$ cat src/rtl/rv32_csr_pkg.sv
// CSR access shared definitions: CSR addresses, write-op encodings, funct3 and state enums.
// Optional access checking is enabled by defining RV32_CSR_ACCESS_CHECK_EN.
package rv32_csr_pkg;

   localparam int unsigned XLEN       = 32;
   localparam int unsigned CSR_AW     = 12;
   localparam int unsigned REG_IDX_W  = 5;
   localparam int unsigned FUNCT3_W   = 3;
   localparam int unsigned WRITE_OP_W = 2;

   // Implemented CSRs: user-level counters (all read-only).
   localparam logic [CSR_AW-1:0] CSR_CYCLE    = 12'hC00;
   localparam logic [CSR_AW-1:0] CSR_TIME     = 12'hC01;
   localparam logic [CSR_AW-1:0] CSR_INSTRET  = 12'hC02;
   localparam logic [CSR_AW-1:0] CSR_CYCLEH   = 12'hC80;
   localparam logic [CSR_AW-1:0] CSR_TIMEH    = 12'hC81;
   localparam logic [CSR_AW-1:0] CSR_INSTRETH = 12'hC82;

   localparam logic [WRITE_OP_W-1:0] WRITE_OP_RW = 2'b00;
   localparam logic [WRITE_OP_W-1:0] WRITE_OP_RS = 2'b01;
   localparam logic [WRITE_OP_W-1:0] WRITE_OP_RC = 2'b10;

   typedef enum logic [FUNCT3_W-1:0] {
      F3_NONE0 = 3'b000,
      F3_RW    = 3'b001,
      F3_RS    = 3'b010,
      F3_RC    = 3'b011,
      F3_NONE4 = 3'b100,
      F3_RWI   = 3'b101,
      F3_RSI   = 3'b110,
      F3_RCI   = 3'b111
   } csr_funct3_e;

   typedef enum logic [1:0] {
      ST_IDLE  = 2'd0,
      ST_READ  = 2'd1,
      ST_WRITE = 2'd2,
      ST_RESP  = 2'd3
   } csr_state_e;

   // Decoded view of one CSR instruction.
   typedef struct packed {
      logic                  do_read;
      logic                  do_write;
      logic [WRITE_OP_W-1:0] write_op;
      logic                  use_imm;
      logic                  illegal;
   } csr_dec_t;

   // Request fields held for the duration of one access.
   typedef struct packed {
      logic [CSR_AW-1:0]     csr;
      logic [REG_IDX_W-1:0]  rd;
      logic [XLEN-1:0]       operand;
      logic                  do_read;
      logic                  do_write;
      logic [WRITE_OP_W-1:0] write_op;
      logic                  illegal;
   } csr_req_t;

   // True for addresses backed by the CSR file.
   function automatic logic csr_implemented(input logic [CSR_AW-1:0] addr);
      logic hit;
      case (addr)
         CSR_CYCLE, CSR_TIME, CSR_INSTRET,
         CSR_CYCLEH, CSR_TIMEH, CSR_INSTRETH: hit = 1'b1;
         default:                            hit = 1'b0;
      endcase
      return hit;
   endfunction

   // funct3[1:0]-1 mapping: RW->00, RS->01, RC->10.
   function automatic logic [WRITE_OP_W-1:0] funct3_to_write_op(input logic [FUNCT3_W-1:0] f3);
      logic [WRITE_OP_W-1:0] op;
      case (f3[1:0])
         2'b10:   op = WRITE_OP_RS;
         2'b11:   op = WRITE_OP_RC;
         default: op = WRITE_OP_RW;
      endcase
      return op;
   endfunction

endpackage

$ cat src/rtl/rv32_csr_decode.sv
// Combinational CSR instruction decode: read/write needs, write op, operand source, legality.
// Legality checks are active only when RV32_CSR_ACCESS_CHECK_EN is defined.
module rv32_csr_decode
   import rv32_csr_pkg::*;
(
   input  logic [FUNCT3_W-1:0]  i_funct3,
   input  logic [CSR_AW-1:0]    i_csr,
   input  logic [REG_IDX_W-1:0] i_rs1_field,
   input  logic [REG_IDX_W-1:0] i_rd,
   output csr_dec_t             o_dec
);

   logic w_is_csr;
   logic w_is_rw;
   logic w_read_only;
   logic w_write_req;

   // Classify funct3 and derive the side-effect suppression rules.
   always_comb begin
      w_is_csr    = 1'b0;
      w_is_rw     = 1'b0;
      w_read_only = (i_csr[11:10] == 2'b11);
      o_dec       = '0;

      case (csr_funct3_e'(i_funct3))
         F3_RW, F3_RWI:                 begin w_is_csr = 1'b1; w_is_rw = 1'b1; end
         F3_RS, F3_RC, F3_RSI, F3_RCI:  w_is_csr = 1'b1;
         default:                       w_is_csr = 1'b0;
      endcase

      w_write_req    = w_is_csr && (w_is_rw || (i_rs1_field != '0));
      o_dec.use_imm  = i_funct3[2];
      o_dec.write_op = funct3_to_write_op(i_funct3);
      o_dec.do_read  = w_is_csr && !(w_is_rw && (i_rd == '0));
`ifdef RV32_CSR_ACCESS_CHECK_EN
      o_dec.illegal  = !w_is_csr || !csr_implemented(i_csr) || (w_write_req && w_read_only);
      o_dec.do_write = w_write_req && !o_dec.illegal;
`else
      // Without checking, writes to read-only space are dropped silently.
      o_dec.illegal  = 1'b0;
      o_dec.do_write = w_write_req && !w_read_only;
`endif
   end

endmodule

$ cat src/rtl/rv32_csr_access.sv
// CSR port initiator: sequences each CSR instruction as a read phase then a write phase
// and returns the old CSR value for rd. Access checking via RV32_CSR_ACCESS_CHECK_EN.
module rv32_csr_access
   import rv32_csr_pkg::*;
(
   input  logic                  clk,
   input  logic                  reset_n,
   input  logic                  req_valid_in,
   output logic                  req_ready_out,
   input  logic [FUNCT3_W-1:0]   funct3_in,
   input  logic [CSR_AW-1:0]     csr_in,
   input  logic [REG_IDX_W-1:0]  rs1_field_in,
   input  logic [XLEN-1:0]       rs1_value_in,
   input  logic [REG_IDX_W-1:0]  rd_in,
   output logic                  csr_read_out,
   output logic                  csr_write_out,
   output logic [WRITE_OP_W-1:0] csr_write_op_out,
   output logic [CSR_AW-1:0]     csr_addr_out,
   output logic [XLEN-1:0]       csr_result_out,
   input  logic [XLEN-1:0]       csr_read_value_in,
   output logic                  resp_valid_out,
   input  logic                  resp_ready_in,
   output logic [REG_IDX_W-1:0]  rd_out,
   output logic                  rd_write_out,
   output logic [XLEN-1:0]       rd_value_out,
   output logic                  illegal_out
);

   csr_state_e      r_state;
   csr_state_e      w_state_nxt;
   csr_req_t        r_req;
   csr_req_t        w_req_nxt;
   csr_dec_t        w_dec;

   logic            r_req_ready;
   logic            r_csr_read;
   logic            r_csr_write;
   logic            r_resp_valid;
   logic            r_rd_write;
   logic            r_illegal;
   logic [XLEN-1:0] r_rd_value;
   logic [XLEN-1:0] r_old_value;

   logic            w_req_ready_nxt;
   logic            w_csr_read_nxt;
   logic            w_csr_write_nxt;
   logic            w_resp_valid_nxt;
   logic            w_rd_write_nxt;
   logic            w_illegal_nxt;
   logic [XLEN-1:0] w_rd_value_nxt;
   logic [XLEN-1:0] w_old_value_nxt;
   logic            w_accept;
   logic            w_rd_write_c;

   rv32_csr_decode u_decode (
      .i_funct3    (funct3_in),
      .i_csr       (csr_in),
      .i_rs1_field (rs1_field_in),
      .i_rd        (rd_in),
      .o_dec       (w_dec)
   );

   // Request handshake and the record latched on acceptance.
   always_comb begin
      w_accept           = (r_state == ST_IDLE) && r_req_ready && req_valid_in;
      w_req_nxt          = '0;
      w_req_nxt.csr      = csr_in;
      w_req_nxt.rd       = rd_in;
      w_req_nxt.operand  = w_dec.use_imm ? XLEN'({rs1_field_in}) : rs1_value_in;
      w_req_nxt.do_read  = w_dec.do_read;
      w_req_nxt.do_write = w_dec.do_write;
      w_req_nxt.write_op = w_dec.write_op;
      w_req_nxt.illegal  = w_dec.illegal;
      w_rd_write_c       = r_req.do_read && !r_req.illegal && (r_req.rd != '0);
   end

   // FSM state register.
   always_ff @(posedge clk) begin
      if (!reset_n) r_state <= ST_IDLE;
      else          r_state <= w_state_nxt;
   end

   // Next state and next values of the registered outputs.
   always_comb begin
      w_state_nxt      = r_state;
      w_req_ready_nxt  = r_req_ready;
      w_csr_read_nxt   = 1'b0;
      w_csr_write_nxt  = 1'b0;
      w_resp_valid_nxt = r_resp_valid;
      w_rd_write_nxt   = r_rd_write;
      w_illegal_nxt    = r_illegal;
      w_rd_value_nxt   = r_rd_value;
      w_old_value_nxt  = r_old_value;

      case (r_state)
         ST_IDLE: begin
            w_req_ready_nxt = 1'b1;
            if (w_accept) begin
               w_state_nxt     = ST_READ;
               w_req_ready_nxt = 1'b0;
               w_csr_read_nxt  = w_dec.do_read;
            end
         end
         ST_READ: begin
            w_old_value_nxt = r_req.do_read ? csr_read_value_in : '0;
            if (r_req.do_write && !r_req.illegal) begin
               w_state_nxt     = ST_WRITE;
               w_csr_write_nxt = 1'b1;
            end else begin
               w_state_nxt      = ST_RESP;
               w_resp_valid_nxt = 1'b1;
               w_rd_write_nxt   = w_rd_write_c;
               w_illegal_nxt    = r_req.illegal;
               w_rd_value_nxt   = w_old_value_nxt;
            end
         end
         ST_WRITE: begin
            w_state_nxt      = ST_RESP;
            w_resp_valid_nxt = 1'b1;
            w_rd_write_nxt   = w_rd_write_c;
            w_illegal_nxt    = r_req.illegal;
            w_rd_value_nxt   = r_old_value;
         end
         ST_RESP: begin
            if (resp_ready_in) begin
               w_state_nxt      = ST_IDLE;
               w_req_ready_nxt  = 1'b1;
               w_resp_valid_nxt = 1'b0;
               w_rd_write_nxt   = 1'b0;
               w_illegal_nxt    = 1'b0;
               w_rd_value_nxt   = '0;
            end
         end
         default: begin
            w_state_nxt     = ST_IDLE;
            w_req_ready_nxt = 1'b1;
         end
      endcase
   end

   // Output and datapath registers; a reset abandons any request in flight.
   always_ff @(posedge clk) begin
      if (!reset_n) begin
         r_req        <= '0;
         r_req_ready  <= 1'b1;
         r_csr_read   <= 1'b0;
         r_csr_write  <= 1'b0;
         r_resp_valid <= 1'b0;
         r_rd_write   <= 1'b0;
         r_illegal    <= 1'b0;
         r_rd_value   <= '0;
         r_old_value  <= '0;
      end else begin
         if (w_accept) r_req <= w_req_nxt;
         r_req_ready  <= w_req_ready_nxt;
         r_csr_read   <= w_csr_read_nxt;
         r_csr_write  <= w_csr_write_nxt;
         r_resp_valid <= w_resp_valid_nxt;
         r_rd_write   <= w_rd_write_nxt;
         r_illegal    <= w_illegal_nxt;
         r_rd_value   <= w_rd_value_nxt;
         r_old_value  <= w_old_value_nxt;
      end
   end

   // Strobes are gated by reset_n so nothing fires in a reset cycle.
   assign csr_read_out     = r_csr_read  & reset_n;
   assign csr_write_out    = r_csr_write & reset_n;
   assign csr_write_op_out = r_req.write_op;
   assign csr_addr_out     = r_req.csr;
   assign csr_result_out   = r_req.operand;
   assign req_ready_out    = r_req_ready;
   assign resp_valid_out   = r_resp_valid;
   assign rd_out           = r_req.rd;
   assign rd_write_out     = r_rd_write;
   assign rd_value_out     = r_rd_value;
   assign illegal_out      = r_illegal;

endmodule

$ cat config.mk
export PLATFORM = sky130hd
export DESIGN_NAME = rv32_csr_access
export DESIGN_NICKNAME = d
export VERILOG_FILES = /design/src/rtl/rv32_csr_pkg.sv /design/src/rtl/rv32_csr_decode.sv /design/src/rtl/rv32_csr_access.sv
export SDC_FILE = /design/constraint.sdc
export NUM_CORES = 1
export LEC_CHECK = 0
export ABC_AREA = 1
export CORE_ASPECT_RATIO = 2
export CORE_MARGIN = 8
export CORE_UTILIZATION = 30
export DETAILED_ROUTE_END_ITERATION = 12
export GPL_ROUTABILITY_DRIVEN = 0
export HOLD_SLACK_MARGIN = 0.03
export SYNTH_ARGS = -nofsm -noshare
export SYNTH_HDL_FRONTEND = slang
export SYNTH_HIERARCHICAL = 1
export SYNTH_SLANG_ARGS = --single-unit
$ cat constraint.sdc
create_clock -name clk -period 4.04 [get_ports clk]
set_clock_uncertainty 0.1 [all_clocks]
set_input_delay 0.808 -clock clk [delete_from_list [all_inputs] [get_ports clk]]
set_output_delay 0.808 -clock clk [all_outputs]
set_load 0.05 [all_outputs]
==> impl_metrics.csv, run 1 <==
group,metric,value,unit
logic_synthesis,syn_inst,805,
global_route,grt_max_degree,74,
placed_design,hpwl,11690,um
finish,fillers,1928,
sta,maxSlewViolCount,0,
clock_tree,holdBufCountCts,0,
logic_synthesis,synth.net_count,902,
logic_synthesis,synth_seq_cells,126,
clock_tree,ctsLongestPathBuffers,2,
status,status,"finished, final reports clean",
sta,tns,0,ps
finish,nets,1007,
finish,n_antenna_cell,0,
logic_synthesis,synth_edf_count,0,
drt,wl,16420,um
sta,slew_headroom,34.33,%
finish,layout-drive-gt1-share,5.525,%
critical_path,path_class,"reg2reg",
logic_synthesis,yosys.cell_types.count,22,
critical_path,cp_cell_sequence,"ha_2 > buf_4 > inv_2 > nand2_2 > nand3_2 > buf_4 > nor2_1 > nor2_1",
critical_path,endpoint_kind,"flop",
critical_path,cp_data_required_time,4250,ps
drt,avgRoutedWirePerCell,13.94,um
logic_synthesis,netlist_area,0.005720,sq mm
global_route,grt_usage,13.91,%
sta,period_share,66.97,%
clock_tree,cts_setup_buffers,0,
floorplanning,core.rowCount,71,
sta,tightestPinTransition,984.0,ps
sta,clock.fmax,0.3696,GHz
sta,setup_viol_count_final,0,
power,ir_drop,0.2987,mV
placed_design,port_buffers,181,
clock_tree,cts_root_buffer,"clkbuf_16",
logic_synthesis,synth_common_cells,"192 x nand2_1, 126 x dfxtp_1, 92 x o21ai_0",
drt,drt_iter0_drc,136,
power,powerDensity,736.8,mW/mm^2
clock_tree,ctsResizeCount,0,
run,maxCapViolCount,0,
clock_tree,cts_buffers,17,
floorplanning,core-area,0.01874,sq mm
critical_path,slowest_delay,490,ps
drt,vias,5137,
logic_synthesis,synth_ff_type,"dfxtp_1",
floorplanning,dieWidth,113.6,um
global_route,grt_pass1_vias,5154,
placed_design,dp_slack,1118,ps
critical_path,crit_path_max_fanout,65,
global_route,grt_pass1_wl,26400,um
global_route,antenna_found_initial,0,
logic_synthesis,synth_most_common_cell,"nand2_1",
logic_synthesis,netlist.area_leader.share,44.09,%
power,p_leak,3.138,nW
logic_synthesis,ys_warn_count,6,
critical_path,crit_buf_inv,3,
critical_path,critical_path.top_delay_family,"buffers and inverters",
sta,finalCriticalPeriod,2706,ps
sta,rsz0062_at_grt,"false",
logic_synthesis,ys_async_sr_fraction,0,%
clock_tree,cts_sinks,126,
drt,vias_per_cell,4.361,
floorplanning,die_y,211.3,um
floorplanning,ios,182,
drt,drc,0,
sta,setup_slack,1334,ps
clock_tree,htreeDepth,4,
floorplanning,start_util,30.52,%
critical_path,slowest_stage,"buf_4",
logic_synthesis,netlist_top_cells_area,"dfxtp_1 44%, nand2_1 13%, o21ai_0 8.0%",
logic_synthesis,avgSynthCellArea,7.106,sq um
floorplanning,fp.dieArea,0.02401,sq mm
drt,antenna_left,0,
clock_tree,clk_latency,410,ps
sta,hold_viol,0,
global_route,grt_overflow,0,
clock_tree,clkTransAtPathRegs,60,ps
finish,syn_to_final_growth,37.58,%
logic_synthesis,seq_area_frac_synth,44.09,%
logic_synthesis,yosysTopAreaCell,"dfxtp_1",
critical_path,crit_arrival,2910,ps
critical_path,critPathLaunchType,"flop",
min_path,hold_class,"reg2reg",
clock_tree,cts_tree,"built",
drt,dr.pass1.iters,5,
[cells by family after synthesis]
logic type / after synthesis / synth area share [%]
AND/OR/NAND/NOR: 311 / 22.70
AO/OA/AOI/OAI: 184 / 16.21
buffers and inverters: 179 / 16.05
flip-flops: 126 / 44.09
adder cells (fa/ha/maj): 4 / 0.8749
other: 1 / 0.06555
[tightest hold or removal path: stages, from the launching register on]
cell and delay [ps]:
dfxtp_1 310, inv_1 50, a21oi_1 50
[state kept, by name, indices dropped and copies added (netlist names)]
name	cells
resp_valid_out	1
r_old_value	32
csr_addr_out	12
r_req	3
rd_out	5
rd_write_out	1
r_csr_write	1
rd_value_out	32
r_csr_read	1
r_state	2
csr_write_op_out	2
illegal_out	1
csr_result_out	32
req_ready_out	1
[layer usage]
layer / vias to the layer above / track usage (%) / part of all wire, %
met5: - / 0 / 0
met4: 0 / 7.077 / 2.9
met3: 23 / 4.782 / 6.7
met2: 129 / 25.47 / 52
met1: 2293 / 13.36 / 38
li1: 2692 / - / -
[final timing paths]
kind / start / to / slack, ps / cells after the start
max: r_state[0] / rd_value_out[29] / 1330 / 8
min: csr_addr_out[10] / csr_addr_out[10] / 340 / 2
max reg2reg: r_state[0] / rd_value_out[29] / 1330 / 8
min reg2reg: csr_addr_out[10] / csr_addr_out[10] / 340 / 2
[report_power, final]
part           switching [mW]  internal [mW]  leakage (nW)
clock network           0.582          0.926         0.279
registers               0.182           1.60          1.03
logic                    1.69          0.826          1.82
[area by class of cell]
| type | count | area (sq um) | area share, % |
|---|---|---|---|
| Clock buffer | 19 | 442.9 | 5.628 |
| Clock inverter | 13 | 141.4 | 1.797 |
| Inverter | 74 | 277.8 | 3.529 |
| Multi-Input combinational cell | 500 | 2290 | 29.09 |
| Sequential cell | 126 | 2522 | 32.05 |
| Tap cell | 255 | 319.1 | 4.054 |
| Timing Repair Buffer | 191 | 1877 | 23.85 |
[through the flow]
stage	cells	hold WS (ps)	instance area [sq um]	util [%]	total power [mW]
final	1178	343.5	7870	41.99	5.798
after floorplan	805	324.0	5720	-	3.761
after detailed placement	1146	334.0	7286	38.87	4.351
after CTS	1178	343.3	7870	41.99	5.907
after global placement	1146	330.7	7286	38.87	4.313
after global routing	1178	365.3	7870	41.99	6.200
[cell usage in the layout, fill, tap and decap left out, types with 2 or more instances in the layout]
cell and instances:
nand2_1 192, clkdlybuf4s50_1 178, dfxtp_1 126, o21ai_0 92
a21oi_1 90, nor2_1 80, inv_1 73, nand3b_1 27
clkbuf_16 17, buf_4 12, nand3_1 6, clkinv_4 4
ha_1 3, clkinvlp_4 3, clkinv_2 3, bufinv_16 2
Note: power is estimated with default switching activity, not from simulation.
==> inputs of run 2 (changes only) <==
- clock period: 4.04 -> 2.3 ns (I/O delays scaled with it)
==> impl_metrics.csv, run 2 (synthesis gave the netlist of run 1 again) <==
group,metric,value,unit
floorplanning,ios,182,
drt,vias,5097,
floorplanning,core-area,0.01874,sq mm
placed_design,port_buffers,181,
sta,maxSlewViolCount,0,
sta,slew_headroom,37.91,%
global_route,grt_usage,13.72,%
clock_tree,cts_sinks,126,
power,ir_drop,0.6769,mV
finish,nets,1008,
min_path,hold_start,"reset_n",
floorplanning,die_y,211.3,um
critical_path,path_class,"reg2out",
power,p_leak,3.197,nW
run,maxCapViolCount,0,
sta,rsz0062_at_grt,"false",
critical_path,slowest_stage,"clkdlybuf4s50_1",
drt,wl,16190,um
status,status,"finished, final reports clean",
global_route,grt_overflow,0,
critical_path,critPathLaunchType,"flop",
critical_path,worstSetupStartpoint,"req_ready_out",
power,powerDensity,1297,mW/mm^2
clock_tree,htreeDepth,4,
clock_tree,cts_setup_buffers,0,
sta,period_share,96.50,%
placed_design,dpl_cell_area,0.007356,sq mm
global_route,antenna_found_initial,0,
clock_tree,cts_tree,"built",
finish,n_antenna_cell,0,
clock_tree,cts_root_buffer,"clkbuf_16",
clock_tree,ctsResizeCount,0,
drt,avgRoutedWirePerCell,13.75,um
finish,fin_util,42.43,%
drt,drt_iter0_drc,229,
global_route,grt_pass1_vias,5106,
clock_tree,cts_buffers,17,
placed_design,hpwl,11610,um
finish,final_cell_mix,"192 x nand2_1, 173 x clkdlybuf4s50_1, 126 x dfxtp_1",
sta,setup_viol_count_final,0,
critical_path,crit_buf_inv,1,
critical_path,crit_path_max_fanout,3,
critical_path,rr_startpoint,"r_state[0]",
critical_path,slowest_delay,870,ps
sta,finalCriticalPeriod,2219,ps
floorplanning,core.rowCount,71,
sta,tightestPinTransition,930.3,ps
global_route,grt_max_degree,68,
finish,fillers,1912,
finish,layout-drive-gt1-share,5.857,%
critical_path,endpoint_kind,"output pin",
critical_path,crit_arrival,1660,ps
drt,drc,0,
critical_path,cp_data_required_time,1740,ps
sta,hold_viol,0,
critical_path,critical_path.top_delay_family,"buffers and inverters",
clock_tree,ctsLongestPathBuffers,2,
drt,antenna_left,0,
power,p_total,10.32,mW
sta,tns,0,ps
finish,syn_to_final_growth,39.04,%
drt,dr.pass1.iters,4,
floorplanning,start_util,30.52,%
floorplanning,dieWidth,113.6,um
sta,clock.fmax,0.4506,GHz
clock_tree,clk_latency,400,ps
global_route,grt_pass1_wl,25920,um
min_path,hold_class,"in2reg",
finish,stdcell_area,0.007954,sq mm
drt,vias_per_cell,4.331,
critical_path,cp_cell_sequence,"clkdlybuf4s50_1",
clock_tree,holdBufCountCts,0,
clock_tree,clkTransAtPathRegs,60,ps
finish,final_common_cell,"nand2_1",
floorplanning,fp.dieArea,0.02401,sq mm
[run 2: per-layer routing]
metal  wire (um)  global-route usage, %
met5           0                      0
met3        1119                  4.840
met4         412                  7.123
met1        6210                  13.37
met2        8445                  24.75
[run 2: final timing paths]
check	endpoint	slack, ps	depth (start not counted)
worst max-delay path	req_ready_out	80	1
worst min-delay path	rd_out[1]	300	3
worst max register to register	rd_value_out[27]	280	6
worst min register to register	csr_addr_out[3]	340	2
[run 2: layout make-up]
class	instances	area, sq um	share of cell area, %
clock buffers	23	488.0	6.135
flip-flops and latches	126	2522	31.71
multi-input cells	500	2290	28.79
inverters	74	277.8	3.492
clock inverters	7	110.1	1.384
repair buffers	192	1947	24.48
well taps	255	319.1	4.011
[run 2: stage by stage]
stage / setup WS, ps / hold WS, ps / instances
6_report: 80.59 / 303.7 / 1177
5_1_grt: 8.086 / 316.1 / 1177
4_1_cts: 44.88 / 297.8 / 1177
3_5_place_dp: 190.3 / 334.6 / 1147
3_3_place_gp: 222.8 / 329.0 / 1147
2_1_floorplan: 470.0 / 324.0 / 805
[run 2: power by group]
group	leakage, nW	switching, mW	internal [mW]
clock	0.299	0.930	1.80
sequential	1.03	0.305	2.81
combinational	1.86	2.96	1.51
